===== src/rtl/collatz_check.sv =====
// collatz_check: follows a stream of Collatz sequence values and checks that
// every sample is the correct successor of the previously accepted one.
// It counts verified transitions, tracks the peak value, reports arrival at 1
// (done) and latches any mismatch, overflow or illegal start (err) until reset.
module collatz_check #(
  parameter int O = 14,  // width of an observed sequence value
  parameter int C = 8    // width of the transition counter
) (
  input  logic         clk,
  input  logic         arst,      // synchronous, active-high
  input  logic         en,        // sample strobe
  input  logic [O-1:0] in,        // observed sequence value
  output logic [C-1:0] steps,     // verified transitions, saturating
  output logic [O-1:0] peak,      // largest accepted value
  output logic [O-1:0] expected,  // next value the checker will accept
  output logic         done,      // sequence reached 1 cleanly
  output logic         err        // sticky error flag
);

  typedef enum logic [1:0] {
    IDLE,   // waiting for the first value of a sequence
    TRACK,  // following the sequence, value > 1
    DONE,   // reached 1; only repeated 1s are legal
    ERROR   // absorbing until reset
  } state_t;

  localparam logic [O-1:0] VALUE_ONE = {{(O-1){1'b0}}, 1'b1};
  localparam logic [O+1:0] WIDE_ONE  = {{(O+1){1'b0}}, 1'b1};
  localparam logic [C-1:0] STEPS_MAX = '1;
  localparam logic [C-1:0] STEPS_ONE = {{(C-1){1'b0}}, 1'b1};

  state_t       state_q, state_d;
  logic [O-1:0] prev_q,  prev_d;
  logic [C-1:0] steps_q, steps_d;
  logic [O-1:0] peak_q,  peak_d;
  logic         done_q,  err_q;

  // Successor of prev, computed two bits wider so that 3*prev+1 never wraps.
  logic [O+1:0] prev_wide;
  logic [O+1:0] next_wide;
  logic         overflow;
  logic [O-1:0] next_value;

  // Collatz successor of the last accepted value and its overflow flag.
  always_comb begin
    prev_wide = {2'b00, prev_q};
    if (prev_q[0]) begin
      next_wide = (prev_wide << 1) + prev_wide + WIDE_ONE;
    end else begin
      next_wide = prev_wide >> 1;
    end
    overflow   = |next_wide[O+1:O];
    next_value = next_wide[O-1:0];
  end

  // Next-state and datapath update decision for the current sample.
  always_comb begin
    // NOTE: every signal written here gets its hold value first; a path that
    // left one unassigned would infer a latch instead of combinational logic.
    state_d = state_q;
    prev_d  = prev_q;
    steps_d = steps_q;
    peak_d  = peak_q;

    if (en) begin
      case (state_q)
        IDLE: begin
          if (in == '0) begin
            state_d = ERROR;
          end else begin
            prev_d  = in;
            peak_d  = in;
            state_d = (in == VALUE_ONE) ? DONE : TRACK;
          end
        end

        TRACK: begin
          if (overflow) begin
            // The true successor does not fit; no sample can be trusted.
            state_d = ERROR;
          end else if (in == next_value) begin
            prev_d  = in;
            peak_d  = (in > peak_q) ? in : peak_q;
            steps_d = (steps_q == STEPS_MAX) ? steps_q : steps_q + STEPS_ONE;
            state_d = (in == VALUE_ONE) ? DONE : TRACK;
          end else begin
            state_d = ERROR;
          end
        end

        DONE: begin
          // The generator holds at 1 once finished; anything else is a fault.
          if (in != VALUE_ONE) begin
            state_d = ERROR;
          end
        end

        ERROR: begin
          state_d = ERROR;
        end

        default: begin
          state_d = ERROR;
        end
      endcase
    end
  end

  // State and datapath registers; reset wins over a simultaneous sample.
  always_ff @(posedge clk) begin
    // NOTE: sequential state uses non-blocking assignments so every register
    // samples the pre-edge values, independent of statement order.
    if (arst) begin
      state_q <= IDLE;
      prev_q  <= '0;
      steps_q <= '0;
      peak_q  <= '0;
      done_q  <= 1'b0;
      err_q   <= 1'b0;
    end else begin
      state_q <= state_d;
      prev_q  <= prev_d;
      steps_q <= steps_d;
      peak_q  <= peak_d;
      done_q  <= (state_d == DONE);
      err_q   <= (state_d == ERROR);
    end
  end

  assign steps    = steps_q;
  assign peak     = peak_q;
  assign expected = next_value;
  assign done     = done_q;
  assign err      = err_q;

endmodule


===== config.mk =====
export PLATFORM = sky130hd
export DESIGN_NAME = collatz_check
export DESIGN_NICKNAME = d
export VERILOG_FILES = /design/src/rtl/collatz_check.sv
export SDC_FILE = /design/constraint.sdc
export NUM_CORES = 1
export LEC_CHECK = 0
export BUFFER_PORTS_ARGS = -buffer_cell sky130_fd_sc_hd__buf_2
export CAP_MARGIN = 0
export CORE_UTILIZATION = 50
export CTS_CLUSTER_DIAMETER = 100
export DETAILED_ROUTE_END_ITERATION = 8
export MAX_ROUTING_LAYER = met4
export PLACE_DENSITY = 0.72
export SLEW_MARGIN = 15
export SYNTH_ARGS = -nofsm -noshare
export SYNTH_HDL_FRONTEND = slang
export SYNTH_SLANG_ARGS = --single-unit

===== constraint.sdc =====
create_clock -name clk -period 4.3 [get_ports clk]
set_input_delay 0.86 -clock clk [delete_from_list [all_inputs] [get_ports clk]]
set_output_delay 0.86 -clock clk [all_outputs]
set_load 0.02 [all_outputs]

==> summary.md <==
| Metric | Value |
|---|---|
| First-pass GRT wire length | 16,010 um |
| Tot Pwr | 1.089 mW |
| DRT iter0 DRCs | between 200 and 250 |
| # port buffers | 54 |
| Sw frac | 32.85% |
| Core ar. | 6869 um^2 |
| WL final | between 9000 and 10,000 um |
| Final Hold Fails | 0 |
| Status | finished, final reports clean |
| Mean Syn Cell Area | approximately 8.2 um^2 |
| ANT nets after route | 0 |
| YS warnings | 0 |
| Total GRT Usage | 28.04% |
| Syn Inst Count | 442 |
| Num Clock Sinks | 40 |
| CP arrival | ~4000 ps |
| Vias per inst | 5.911 |
| RSZ-0062 raised after global routing | no |
| Clk buf depth | 2 |
| Die height | between 80 and 90 um |
| Vias in the first global route | 3,235 |
| Hold WC Path Type | flip-flop to flip-flop |
| Final Cycle Share | about nine tenths |
| WL per Instance | 16.90 um |
| Setup TNS | 0 ps |
| Tmin final | 3903 ps |
| PwrDens | 267.0 nW/um^2 |
| Setup slack after placement | approximately 210 ps |
| Library cells used by synthesis | 62 |
| Util after Layout | ~59% |
| Clock transition at path regs | 80 ps |
| Clk_lat worst skew | 290 ps |
| Fin. max-slew vios | 0 |
| CP Max Fanout | 26 |
| Final setup vio count | 0 |
| Max-Cap Viols | 0 |
| NetSw | 0.3578 mW |
| Fin Hold WS | just under 500 ps |
| Cell Count, Final, Fillers Out | 584 |
| Clock Power Share | 31.0% |
| Final Skew | 8.617 ps |
| ANT cells | 0 |
| CP Data Required Time | 4480 ps |
| Sequential fraction of the synthesis area | 22.21% |
| FFs w/ async S/R, synth | 0% |
| Highest Clock Rate | 256.2 MHz |
| Worst rel slew slack | between 40% and 50% |
| Top Ports | 55 |
| Pre-antenna DRT Iters | 4 |
| CTS tree | done |
| Ys flop type | dfxtp_1 |
| Kind of critical path | flip-flop to flip-flop |
| Area post-placement | between 3000 and 4000 um^2 |
| Critical Path Start Type | flip-flop |
| Htree depth | 2 |
| Maximum VDD drop | between 0.2 and 0.3 mV |
| Internal | 0.7314 mW |
| Initial antenna violation count | 0 |
| Placed cell count | 575 |
| Synth Net Count | 491 |
| Post-DP HPWL | between 7000 and 8000 um |
| Post-route cell area | 4079 um^2 |
| Initial Util | a little over half |
| Final setup margin | 397.4 ps |
| Share of cells above drive strength 1 | 17.62% |
| Static Leak | 1.829 nW |
| Post-synth EDFFs | 0 |
| Seq cells post-synth | 40 |
| Die W | 86.91 um |
| Largest net degree at the start of global routing | 56 |
| Sequential group share of total power | 37.9% |
| Crit end category | flip-flop |
| Area grow syn2layout | 13.16% |
| DRC | 0 |
| Power share of the combinational group | a little under a third |
| Placer congestion estimate | 0.9305 |
| Num CTS Buffers | 5 |
| CTS Hold Bufs | 0 |
| Root Driver | clkbuf_8 |
| Post-Syn Area | between 3000 and 4000 um^2 |
| Pin slew with the least headroom to its limit | 774.2 ps |
| Nets | 536 |
| Grt ovf | 0 |
| Die footprint | 7553 um^2 |
| Row Count | 30 |
| Vias | 3,452 |
## logic make-up after synthesis
| logic type | synth area share [%] |
|---|---|
| compound gates | 19.75 |
| buf+inv | 5.449 |
| simple gates | 22.74 |
| fa+ha+maj | 11.32 |
| flops | 22.21 |
| mux | 11.49 |
| xor+xnor | 7.046 |
## what timing repair did
item                                    CTS  global route
endpoints found under the setup margin    0             8
setup buffers                             0             1
gates resized for setup                   0             1
## worst max-delay path, stage by stage (launching register included)
cell,delay (ps)
dfxtp_1,390
buf_4,270
ha_1,260
o211ai_1,350
a21boi_0,220
o2111a_1,310
or4_4,440
a31oi_2,260
xnor2_1,200
or3_4,480
nor4_1,270
mux2_1,350
## power groups by stage
stage	combinational (mW)	sequential, mW	clock [mW]
floorplan	0.233	0.427	0
global placement	0.330	0.420	0
detailed placement	0.333	0.421	0
CTS	0.334	0.412	0.344
global route	0.370	0.416	0.356
finish	0.339	0.413	0.338
## state kept, by name, summed over array words and instances, names as in the netlist
name / flops
state_q: 2
done: 1
prev_q: 14
peak: 14
err: 1
steps: 8
## Yosys cell counts (all sizes together), types with 5 or more instances
master / number / area [um^2]
xor2: 14 / 122.6
a211oi: 6 / 57.56
nor3: 8 / 40.04
dfxtp: 40 / 800.8
inv: 22 / 82.58
nand2: 21 / 78.83
mux2: 11 / 123.9
o211ai: 5 / 37.54
a21o: 9 / 67.56
nand4: 5 / 31.28
ha: 31 / 387.9
nor4: 5 / 31.28
clkbuf: 17 / 63.81
nand3: 12 / 60.06
buf: 7 / 46.29
xnor2: 15 / 131.4
or4: 5 / 41.29
nand2b: 46 / 287.8
o21ai: 14 / 70.06
nor2: 34 / 127.6
a21oi: 27 / 135.1
o31ai: 7 / 52.55
mux2i: 29 / 290.3
## cells in the final DEF, fill, tap and decap left out, drive strengths merged, types with 3 or more instances in the layout
cell    Yosys  routed
o21a        4       4
xnor2      15      15
a31oi       4       4
o211ai      5       5
a211oi      6       6
ha         31      31
clkbuf     17       7
nand2b     46      46
inv        22      22
a21oi      27      27
nor3b       3       3
o41ai       4       4
nand2      21      21
buf         7      62
mux2i      29      29
o31ai       7       7
nor2b       4       4
o21ai      14      14
nand3      12      12
nor2       34      34
nor3        8       8
nor4        5       5
or4         5       5
xor2       14      14
mux2       11      11
nand4       5       5
a21o        9       9
dfxtp      40      40
## final timing paths
path             start        to  slack, ps  cells after the start
max reg2reg  prev_q[0]  steps[5]        400                     11
min reg2reg   peak[13]  peak[13]        490                      2
max          prev_q[0]  steps[5]        400                     11
min           peak[13]  peak[13]        490                      2
## per-layer routing
metal  up-vias  GRT usage, %  part of all wire, %
met3        12         2.749                  5.5
met1      1623         39.06                   48
met2       135         42.88                   45
met4         0         8.485                  1.7
li1       1682             -                    -
met5         -             -                    0
## cell type report
cell class | instances | area, um^2
fill | 627 | 2790
multi-input combinational | 355 | 2615
sequential | 40 | 800.8
timing repair buffer | 62 | 330.3
tap | 96 | 120.1
clock buffer | 7 | 96.34
inverter | 23 | 86.33
clock inverter | 1 | 30.03
Power figures use the tool's default switching activity.
